==> config.mk <==
export PLATFORM = sky130hd
export DESIGN_NAME = pipe_adder
export DESIGN_NICKNAME = d
export VERILOG_FILES = /design/src/rtl/pipe_adder_pkg.sv /design/src/rtl/adder_seg.sv /design/src/rtl/pipe_adder.sv
export SDC_FILE = /design/constraint.sdc
export NUM_CORES = 1
export LEC_CHECK = 0
export ABC_AREA = 0
export BUFFER_PORTS_ARGS = -buffer_cell sky130_fd_sc_hd__buf_2
export CAP_MARGIN = 5
export CORE_MARGIN = 4
export CORE_UTILIZATION = 25
export CTS_CLUSTER_SIZE = 25
export DETAILED_ROUTE_END_ITERATION = 8
export SLEW_MARGIN = 20
export SYNTH_ARGS = -nofsm -noshare
export SYNTH_HDL_FRONTEND = slang
export SYNTH_SLANG_ARGS = --single-unit
==> constraint.sdc <==
create_clock -name clk -period 2.2 [get_ports clk]
set_input_delay 0.55 -clock clk [delete_from_list [all_inputs] [get_ports clk]]
set_output_delay 0.55 -clock clk [all_outputs]
set_load 0.03 [all_outputs]
==> src/rtl/pipe_adder_pkg.sv <==
// Shared definitions for the pipelined adder/subtractor: operation modes and
// the full-adder cell equations used by every ripple segment.
package pipe_adder_pkg;

  localparam logic MODE_ADD = 1'b0;
  localparam logic MODE_SUB = 1'b1;

  function automatic logic fa_sum(input logic a, input logic b, input logic ci);
    return a ^ b ^ ci;
  endfunction

  function automatic logic fa_carry(input logic a, input logic b, input logic ci);
    return (a & b) | (ci & (a ^ b));
  endfunction

endpackage

==> src/rtl/adder_seg.sv <==
// Combinational SEG-bit ripple slice built from full-adder cells. cmsb is the
// carry into the slice's top bit, needed for signed overflow on the last slice.
module adder_seg
  import pipe_adder_pkg::*;
#(
  parameter int SEG = 4
) (
  input  logic [SEG-1:0] a,
  input  logic [SEG-1:0] b,
  input  logic           cin,
  output logic [SEG-1:0] s,
  output logic           cout,
  output logic           cmsb
);

  logic [SEG:0] c;

  always_comb begin
    c    = '0;
    s    = '0;
    c[0] = cin;
    for (int k = 0; k < SEG; k++) begin
      s[k]   = fa_sum(a[k], b[k], c[k]);
      c[k+1] = fa_carry(a[k], b[k], c[k]);
    end
  end

  assign cout = c[SEG];
  assign cmsb = c[SEG-1];

endmodule

==> src/rtl/pipe_adder.sv <==
// Pipelined two's-complement adder/subtractor: one SEG-bit ripple segment per
// stage, carry and untouched operand bits registered between stages.
module pipe_adder
  import pipe_adder_pkg::*;
#(
  parameter int WIDTH = 16,
  parameter int SEG   = 4
) (
  input  logic             clk,
  input  logic             rst_n,
  input  logic             in_valid,
  output logic             in_ready,
  input  logic [WIDTH-1:0] A,
  input  logic [WIDTH-1:0] B,
  input  logic             SUB,
  output logic             out_valid,
  input  logic             out_ready,
  output logic [WIDTH-1:0] X,
  output logic             Y,
  output logic             OVF
);

  localparam int STAGES = WIDTH / SEG;

  for (genvar i = 0; i < STAGES; i++) begin : stg
    // Operands still to be added shrink by SEG bits per stage; the partial sum grows.
    localparam int SRC_W = WIDTH - SEG * i;
    localparam int SUM_W = SEG * (i + 1);

    logic [SRC_W-1:0] src_a;
    logic [SRC_W-1:0] src_b;
    logic             src_cin;
    logic             src_vld;
    logic             rdy;
    logic             vld_p;
    logic             c_p;
    logic             cout;
    logic [SEG-1:0]   s;
    logic [SUM_W-1:0] sum_next;
    logic [SUM_W-1:0] sum_p;

    // Stage input: the ports for stage 0 (B inverted with carry-in 1 on subtract),
    // otherwise the previous stage's registers.
    if (i == 0) begin : g_src
      assign src_a    = A;
      assign src_b    = (SUB == MODE_ADD) ? B : ~B;
      assign src_cin  = (SUB == MODE_SUB);
      assign src_vld  = in_valid;
      assign sum_next = s;
    end else begin : g_src
      assign src_a    = stg[i-1].g_ops.a_p;
      assign src_b    = stg[i-1].g_ops.b_p;
      assign src_cin  = stg[i-1].c_p;
      assign src_vld  = stg[i-1].vld_p;
      assign sum_next = {s, stg[i-1].sum_p};
    end

    if (i < STAGES - 1) begin : g_ops
      logic [SRC_W-SEG-1:0] a_p;
      logic [SRC_W-SEG-1:0] b_p;
      logic                 unused_cmsb;

      adder_seg #(.SEG(SEG)) u_seg (
        .a    (src_a[SEG-1:0]),
        .b    (src_b[SEG-1:0]),
        .cin  (src_cin),
        .s    (s),
        .cout (cout),
        .cmsb (unused_cmsb)
      );

      // A stage may load whenever it is empty or its successor is loading too.
      assign rdy = !vld_p || stg[i+1].rdy;

      always_ff @(posedge clk) begin
        if (rdy) begin
          a_p <= src_a[SRC_W-1:SEG];
          b_p <= src_b[SRC_W-1:SEG];
        end
      end
    end else begin : g_last
      logic cmsb;
      logic ovf_p;

      adder_seg #(.SEG(SEG)) u_seg (
        .a    (src_a[SEG-1:0]),
        .b    (src_b[SEG-1:0]),
        .cin  (src_cin),
        .s    (s),
        .cout (cout),
        .cmsb (cmsb)
      );

      assign rdy = !vld_p || out_ready;

      always_ff @(posedge clk) begin
        if (!rst_n) begin
          ovf_p <= 1'b0;
        end else if (rdy) begin
          ovf_p <= cmsb ^ cout;
        end
      end
    end

    always_ff @(posedge clk) begin
      if (!rst_n) begin
        vld_p <= 1'b0;
      end else if (rdy) begin
        vld_p <= src_vld;
      end
    end

    // Only the output stage's data is cleared so X/Y start at zero.
    always_ff @(posedge clk) begin
      if (!rst_n && (i == STAGES - 1)) begin
        sum_p <= '0;
        c_p   <= 1'b0;
      end else if (rdy) begin
        sum_p <= sum_next;
        c_p   <= cout;
      end
    end
  end

  assign in_ready  = stg[0].rdy;
  assign out_valid = stg[STAGES-1].vld_p;
  assign X         = stg[STAGES-1].sum_p;
  assign Y         = stg[STAGES-1].c_p;
  assign OVF       = stg[STAGES-1].g_last.ovf_p;

endmodule
==> run_results.csv, run 1 <==
group,metric,value,unit
route,drcViolationCount,0,
yosys,syn-mean-instance-area,15.7,um^2
yosys,syn-num-nets,284,
yosys,muxShareOfSynthArea,0.00308,
worst_setup_path,end_kind,"register",
worst_setup_path,rr_worst_depth,9,
cells_and_area,regArea,2690,um^2
yosys,synth_fa_ha_area_frac,0.0822,
pwr,power.density,980,nW/um^2
route,wl_per_cell,11.5,um
clock_tree,hold_buffers,0,
pwr,peakVddDrop,0.000385,V
yosys,synth_cell_types,19,
worst_setup_path,reg2reg_from,"stg[2].g_ops.b_p[0]",
yosys,synth_xor_xnor_area_share,0.0408,
sta,drv_slew,0,
sta,clock.fmax,457,MHz
sta,finalHoldViolCount,0,
die,dieArea,16600,um^2
worst_setup_path,cp_max_fo,2,
cells_and_area,multi_input_area,818,um^2
global_route,globalRouteTotalUtil,0.0742,
placement,dpl.hpwl,4130,um
sta,rsz0062_at_grt,"yes",
sta,skew,0.00694,ns
worst_hold_path,hold_path_depth,1,
cells_and_area,final_cell_mix,"75 x edfxtp_1, 56 x buf_2, 33 x nand2_1",
yosys,synth-simple-area-share,0.0466,
clock_tree,cts_sinks,97,
sta,slew_headroom,0.488,
die,start_util,0.259,
worst_setup_path,worstSetupStartpoint,"stg[2].g_ops.b_p[0]",
die,coreArea,14100,um^2
global_route,grt_pass1_wl,9410,um
worst_setup_path,critPathLaunchType,"register",
sta,setup_viol,0,
clock_tree,path_clk_slew,0.06,ns
placement,port_buffers,56,
route,drtPass1Iterations,4,
die,io_pins,57,
placement,dp.cells,469,
cells_and_area,diodes,0,
worst_setup_path,r2r_slack,0.01,ns
pwr,p_leak,0.00192,uW
yosys,synth_cells,232,
die,die_h,129,um
sta,period_share,0.994,
cells_and_area,syn_to_final_growth,23.9,%
worst_setup_path,crit_chain,"fa_2 > inv_2 > fa_2 > inv_2 > fa_2 > inv_2 > fa_1 > nand2_1 > o211a_1",
yosys,synth_area,3650,um^2
cells_and_area,final_layout_size_suffix_gt1_frac,0.314,
route,avgViaCountPerCell,3.64,
yosys,synth_top_family_by_area,"adder cells",
yosys,ys_warn_count,0,
placement,gp_congestion,0.688,
route,num_vias,1771,
clock_tree,clk_path_buf_depth,2,
status,status,"finished, final reports clean",
global_route,grt_pass1_vias,1895,
route,routed_wl,5610,um
global_route,antenna_found_initial,0,
die,fp.dieW,129,um
worst_setup_path,arrival,2.46,ns
cells_and_area,layout.nets,353,
yosys,synth_compound_area_frac,0.0445,
yosys,synthArstFlopShare,0,
clock_tree,cts-root-buf,"clkbuf_16",
clock_tree,htreeDepth,3,
worst_setup_path,worstPathRequired,2.48,ns
global_route,grt_max_degree,31,
route,detail-route-antenna-nets,0,
clock_tree,cts_tree,"built",
worst_setup_path,slowest_stage,"edfxtp_1",
cells_and_area,fillers,1421,
yosys,synth_edf_count,75,
clock_tree,clock_latency,0.33,ns
cells_and_area,stdcell_count,486,
flow_run,cap_violations,0,
route,drt_iter0_drc,43,
yosys,synthFlopType,"edfxtp_1",
yosys,synth-seq-area-share,0.737,
die,fp-row-count,43,
worst_hold_path,hp-class,"input port to register",
yosys,ys_seq_elements,97,
worst_setup_path,crit_path_max_incr_delay,0.40,ns
cells_and_area,layout_commonest_cell,"edfxtp_1",
sta,tightest_slew,0.768,ns
worst_hold_path,hold_start,"A[15]",
clock_tree,cts_buffers,9,
pwr,power,4430,uW
worst_setup_path,path_class,"register to register",
global_route,grt-ovfl-total,0,
sta,layout_min_cycle_time,2.19,ns
-- layout make-up --
class,instances,share of cell area
inverters,33,0.0274
multi-input cells,94,0.181
repair buffers,66,0.0785
clock buffers,9,0.0498
clock inverters,7,0.0188
well taps,180,0.0498
flip-flops and latches,97,0.595
-- repair_timing --
item                       in CTS  in global routing
gates resized for setup         6                  4
pin swaps                       2                  2
setup endpoints to repair       2                  3
buffers inserted                1                  0
hold endpoints to repair        0                  0
-- power breakdown --
part / leakage (uW) / internal, uW / switching [uW]
clock: 0.000150 / 983 / 614
combinational: 0.000795 / 188 / 297
sequential: 0.000977 / 2270 / 83.7
-- worst max-delay path: cells and delay by family (launching register included) --
family | cells | cell delay [ns]
buf+inv | 3 | 0.17
compound gates | 1 | 0.16
simple gates | 1 | 0.07
fa+ha+maj | 4 | 1.34
flops | 1 | 0.40
-- stage by stage --
step           TNS (ns)  utilization  area, um^2  hold WS (ns)  setup WS, ns
3_5_place_dp     -0.180        0.298        4200         0.405       -0.0901
5_1_grt         -0.0778        0.321        4530         0.371       -0.0778
2_1_floorplan   -0.0704            -        3680         0.400       -0.0704
4_1_cts         -0.0281        0.321        4520         0.377       -0.0281
6_report              0        0.321        4530         0.394        0.0132
3_3_place_gp    -0.0773        0.298        4200         0.403       -0.0670
-- registers in the layout (all words and copies together) (netlist names) --
name and count:
OVF 1, X 16, Y 1, out_valid 1, stg.c_p 3, stg.g_ops.a_p 24, stg.g_ops.b_p 24, stg.sum_p 24
stg.vld_p 3
-- cells by family (layout without fill, tap and decap cells) --
logic type	Yosys count	in the layout
flops	97	97
buf+inv	41	115
simple gates	40	40
compound gates	21	21
xor+xnor	17	17
fa+ha+maj	15	15
mux	1	1
-- path summary, 6_finish.rpt --
kind,endpoint
setup reg to reg,X[15]
hold reg to reg,stg[1].g_ops.a_p[6]
hold / removal,stg[0].g_ops.a_p[11]
setup / recovery,X[15]
-- metal layers --
metal	wire length, um	global-route usage	part of all wire	vias up
met5	0	0	0	-
met4	118	0.0445	0.021	0
met3	200	0.0228	0.036	8
met2	2480	0.104	0.44	46
met1	2820	0.101	0.50	808
li1	-	-	-	909
-- cell usage after synthesis, drive strengths merged, types with 3 or more instances --
library cell / count / share of area
o211a: 3 / 0.0082
fa: 15 / 0.082
inv: 33 / 0.034
nand2: 33 / 0.034
xor2: 15 / 0.036
buf: 6 / 0.0096
nand3: 3 / 0.0041
edfxtp: 75 / 0.62
a21boi: 16 / 0.033
dfxtp: 22 / 0.12
No activity file was read; power rests on OpenSTA's default activity.
==> run 2, diff against run 1 <==
==> constraint.sdc (replaced) <==
create_clock -name clk -period 2.2 [get_ports clk]
set_input_delay 0 -clock clk [delete_from_list [all_inputs] [get_ports clk]]
set_output_delay 0 -clock clk [all_outputs]
set_load 0.03 [all_outputs]
==> run_results.csv, run 2 (synthesized netlist as in run 1, its figures left out) <==
group,metric,value,unit
pwr,peakVddDrop,0.000447,V
route,top_layer,"met4",
sta,period_share,0.988,
global_route,grt_pass1_vias,1935,
cells_and_area,layout_commonest_cell,"edfxtp_1",
route,num_vias,1852,
worst_hold_path,hp-class,"input port to register",
die,dieArea,16600,um^2
cells_and_area,fillers,1393,
sta,layout_min_cycle_time,2.17,ns
die,fp-row-count,43,
die,io_pins,57,
worst_setup_path,end_kind,"register",
worst_setup_path,path_class,"register to register",
route,dr_wl_met2,2510,um
cells_and_area,stdcell_count,510,
cells_and_area,final_cell_mix,"75 x edfxtp_1, 56 x buf_2, 33 x nand2_1",
global_route,grt-ovfl-total,0,
clock_tree,htreeDepth,3,
worst_hold_path,hold_path_depth,2,
global_route,grt_max_degree,32,
route,wl_per_cell,11.2,um
clock_tree,cts_sinks,97,
worst_hold_path,hold_start,"A[3]",
cells_and_area,reg_top3,"stg.g_ops.a_p (24), stg.g_ops.b_p (24), stg.sum_p (24)",
worst_setup_path,slowest_stage,"edfxtp_1",
worst_setup_path,arrival,2.45,ns
clock_tree,clock_latency,0.33,ns
worst_setup_path,cp_max_fo,2,
placement,port_buffers,56,
status,status,"finished, final reports clean",
cells_and_area,final_layout_size_suffix_gt1_frac,0.276,
placement,dp.cells,466,
sta,drv_slew,0,
flow_run,cap_violations,0,
clock_tree,cts_tree,"built",
worst_setup_path,critical_path_buf_inv_count,3,
sta,hold_ws,0.0218,ns
die,die_h,129,um
clock_tree,clk_path_buf_depth,2,
worst_setup_path,rr_worst_depth,9,
sta,rsz0062_at_grt,"yes",
sta,tightest_slew,0.721,ns
cells_and_area,layout.nets,377,
route,drtPass1Iterations,4,
worst_setup_path,r2r_slack,0.03,ns
cells_and_area,diodes,0,
sta,final.setup.tns,0,ns
placement,gp_congestion,0.679,
worst_setup_path,crit_chain,"fa_2 > inv_2 > fa_2 > inv_2 > fa_2 > inv_2 > fa_1 > nand2_1 > o211a_1",
worst_hold_path,holdPathEnd,"stg[0].sum_p[3]",
pwr,power.density,961,nW/um^2
sta,slew_headroom,0.519,
sta,skew,0.00411,ns
die,start_util,0.259,
clock_tree,path_clk_slew,0.06,ns
route,routed_wl,5700,um
global_route,antenna_found_initial,0,
route,route.met3.wl,169,um
route,avgViaCountPerCell,3.63,
die,coreArea,14100,um^2
route,wirelength_met1,2850,um
sta,clock.fmax,460,MHz
worst_setup_path,crit_family,"adder cells",
sta,finalHoldViolCount,0,
worst_setup_path,reg2reg_from,"stg[2].g_ops.b_p[0]",
worst_setup_path,critPathLaunchType,"register",
worst_setup_path,crit_path_max_incr_delay,0.41,ns
sta,setup_viol,0,
die,fp.dieW,129,um
worst_setup_path,reg2reg_to,"X[15]",
cells_and_area,syn_to_final_growth,31.3,%
worst_setup_path,worstSetupStartpoint,"stg[2].g_ops.b_p[0]",
route,drcViolationCount,0,
worst_setup_path,worstPathRequired,2.48,ns
placement,dpl.hpwl,4070,um
clock_tree,cts-root-buf,"clkbuf_16",
global_route,globalRouteTotalUtil,0.0746,
route,detail-route-antenna-nets,0,
global_route,grt_pass1_wl,9420,um
clock_tree,cts_buffers,9,
cells_and_area,fin_util,0.340,
route,drt_iter0_drc,27,
pwr,p_leak,0.00204,uW
run 2: timing repair:
action,4_1_cts,5_1_grt
hold endpoints to repair,26,0
endpoints found under the setup margin,1,4
hold buffers,27,0
buffers inserted,1,0
gates resized for setup,6,6
pin swaps,2,4
run 2: power breakdown:
group / total (uW) / switching [uW] / leakage, uW / internal (uW)
clock network: 1730 / 621 / 0.000160 / 1100
registers: 2360 / 88.1 / 0.000977 / 2270
logic: 524 / 302 / 0.000900 / 222
total: 4610 / 1010 / 0.00204 / 3600
run 2: stage by stage:
stage / power [uW] / worst slack (ns) / area [um^2]
2_1_floorplan: 2690 / 0.0599 / 3650
3_3_place_gp: 2860 / 0.0151 / 4160
3_5_place_dp: 2870 / -0.0231 / 4160
4_1_cts: 4670 / -0.00742 / 4780
5_1_grt: 4840 / -0.0718 / 4800
6_report: 4610 / 0.0265 / 4800
run 2: routing by layer:
metal,track usage,vias to the layer above
li1,-,954
met1,0.101,837
met2,0.105,50
met3,0.0162,11
met4,0.0550,0
met5,0,-
run 2: worst max-delay path by stage:
stage	endpoint	slack, ns	depth (start not counted)
floorplan	X[15]	0.06	9
global placement	X[15]	0.02	9
detailed placement	X[15]	-0.02	9
CTS	X[15]	-0.007	9
global route	X[15]	-0.07	9
finish	X[15]	0.03	9
run 2: cell type report:
class / count / area, um^2 / area share
Clock buffer: 10 / 229 / 0.0477
Clock inverter: 6 / 106 / 0.0222
Inverter: 33 / 124 / 0.0258
Multi-Input combinational cell: 94 / 816 / 0.170
Sequential cell: 97 / 2690 / 0.561
Tap cell: 180 / 225 / 0.0470
Timing Repair Buffer: 90 / 603 / 0.126
==> run 3, diff against run 2 <==
--- a/config.mk
+++ b/config.mk
@@ -6,12 +6,12 @@
 export NUM_CORES = 1
 export LEC_CHECK = 0
 export ABC_AREA = 0
-export BUFFER_PORTS_ARGS = -buffer_cell sky130_fd_sc_hd__buf_2
 export CAP_MARGIN = 5
 export CORE_MARGIN = 4
 export CORE_UTILIZATION = 25
 export CTS_CLUSTER_SIZE = 25
 export DETAILED_ROUTE_END_ITERATION = 8
+export DONT_BUFFER_PORTS = 1
 export SLEW_MARGIN = 20
 export SYNTH_ARGS = -nofsm -noshare
 export SYNTH_HDL_FRONTEND = slang
==> run_results.csv, run 3 (synthesized netlist as in run 1, its figures left out) <==
group,metric,value,unit
clock_tree,path_clk_slew,0.06,ns
route,routed_wl,5750,um
route,drt_iter0_drc,79,
global_route,grt_pass1_wl,9490,um
worst_setup_path,worstSetupStartpoint,"stg[2].c_p",
worst_setup_path,cp_max_fo,2,
route,drtPass1Iterations,5,
clock_tree,clock_latency,0.33,ns
sta,hold_ws,0.0609,ns
cells_and_area,layout.nets,335,
sta,drv_slew,0,
worst_setup_path,end_kind,"register",
worst_setup_path,r2r_slack,0.06,ns
sta,clock.fmax,468,MHz
die,dieArea,16600,um^2
placement,gp_congestion,0.669,
route,drcViolationCount,0,
clock_tree,cts_buffers,9,
cells_and_area,final_cell_mix,"75 x edfxtp_1, 42 x dlygate4sd3_1, 33 x nand2_1",
worst_setup_path,crit_path_end,"X[15]",
worst_setup_path,crit_chain,"fa_2 > inv_2 > fa_1 > inv_1 > fa_2 > inv_2 > fa_1 > nand2_1 > o211a_1",
sta,finalHoldViolCount,0,
global_route,grt-ovfl-total,0,
sta,tightest_slew,0.738,ns
cells_and_area,layout_commonest_cell,"edfxtp_1",
worst_setup_path,path_class,"register to register",
worst_setup_path,critPathLaunchType,"register",
worst_setup_path,rr_worst_depth,9,
clock_tree,cts_tree,"built",
pwr,p_leak,0.00184,uW
global_route,grt_max_degree,32,
die,coreArea,14100,um^2
global_route,grt_pass1_vias,1886,
worst_setup_path,arrival,2.41,ns
worst_hold_path,hp-class,"input port to register",
clock_tree,clk_path_buf_depth,2,
sta,layout_min_cycle_time,2.14,ns
worst_setup_path,reg2reg_from,"stg[2].c_p",
die,io_pins,57,
die,fp-row-count,43,
cells_and_area,reg_top3,"stg.g_ops.a_p (24), stg.g_ops.b_p (24), stg.sum_p (24)",
cells_and_area,multi_input_area,803,um^2
placement,port_buffers,0,
placement,dp.cells,410,
pwr,power.density,935,nW/um^2
global_route,antenna_found_initial,0,
global_route,grt_util_met2,0.112,
cells_and_area,regArea,2690,um^2
route,wl_per_cell,12.3,um
worst_setup_path,reg2reg_to,"X[15]",
worst_setup_path,critical_path_buf_inv_count,3,
sta,rsz0062_at_grt,"yes",
sta,setup_viol,0,
global_route,use_met1,0.0933,
clock_tree,cts-root-buf,"clkbuf_16",
clock_tree,post_cts_buffers,0,
cells_and_area,fillers,1412,
clock_tree,cts_sinks,97,
route,num_vias,1727,
cells_and_area,syn_to_final_growth,25.9,%
global_route,use_met3,0.0328,
die,start_util,0.259,
die,fp.dieW,129,um
worst_setup_path,critical_path_depth,9,
pwr,peakVddDrop,0.000330,V
clock_tree,htreeDepth,3,
flow_run,cap_violations,0,
route,detail-route-antenna-nets,0,
sta,slew_headroom,0.508,
cells_and_area,diodes,0,
cells_and_area,stdcell_count,468,
sta,skew,0.00615,ns
global_route,gr-max-usage-layer,"met2",
sta,period_share,0.972,
worst_setup_path,crit_path_max_incr_delay,0.40,ns
worst_setup_path,slowest_stage,"edfxtp_1",
status,status,"finished, final reports clean",
global_route,globalRouteTotalUtil,0.0751,
cells_and_area,final_layout_size_suffix_gt1_frac,0.0938,
worst_setup_path,worstPathRequired,2.47,ns
worst_setup_path,crit_family,"adder cells",
route,avgViaCountPerCell,3.69,
placement,dpl.hpwl,4070,um
die,die_h,129,um
run 3: how the worst min path moves through the flow:
| stage | from | to | slack, ns | cells past startpoint |
|---|---|---|---|---|
| after floorplan | A[4] | stg[0].g_ops.a_p[0] | 0.1 | 0 |
| after global placement | A[13] | stg[0].g_ops.a_p[9] | 0.1 | 0 |
| after detailed placement | A[13] | stg[0].g_ops.a_p[9] | 0.1 | 0 |
| after CTS | A[0] | stg[0].sum_p[1] | 0.04 | 2 |
| after global routing | A[0] | stg[0].sum_p[1] | 0.07 | 2 |
| final | A[0] | stg[0].sum_p[1] | 0.06 | 2 |
run 3: timing repair:
action                                  in CTS  in global routing
endpoints found under the setup margin       1                  4
pin swaps                                    0                  1
hold endpoints to repair                    50                  0
gates resized for setup                      2                  4
hold buffers                                42                  0
run 3: area by class of cell:
class	count	share of cell area
Timing Repair Buffer	48	0.101
Sequential cell	97	0.586
Tap cell	180	0.0490
Multi-Input combinational cell	94	0.175
Inverter	33	0.0269
Clock inverter	6	0.0128
Clock buffer	10	0.0498
run 3: worst register-to-register path: cells and delay by family (launching register included):
family,cells,cell delay [ns]
flip-flops,1,0.40
buffers and inverters,3,0.17
adder cells (fa/ha/maj),4,1.28
AO/OA/AOI/OAI,1,0.16
AND/OR/NAND/NOR,1,0.08
run 3: per-layer routing:
layer,wire [um],vias up,share of wire
met5,0,-,0
met4,54,0,0.0094
met3,445,2,0.077
met2,2740,44,0.48
met1,2510,809,0.44
li1,-,872,-
run 3: where the power goes:
part           internal [uW]  switching, uW  total (uW)
Clock                    872            607        1480
Sequential              2270            225        2490
Combinational            183            141         325
Total                   3330            973        4300
run 3: per-stage QoR:
step	utilization	power, uW	TNS (ns)	worst slack (ns)	cell area, um^2
6_report	0.326	4300	0	0.0620	4600
5_1_grt	0.326	4540	-0.0838	-0.0662	4600
4_1_cts	0.326	4370	0	0.0279	4590
3_5_place_dp	0.275	2780	-0.0524	-0.0524	3880
3_3_place_gp	0.275	2770	0	0.0178	3880
2_1_floorplan	-	2690	0	0.0599	3650
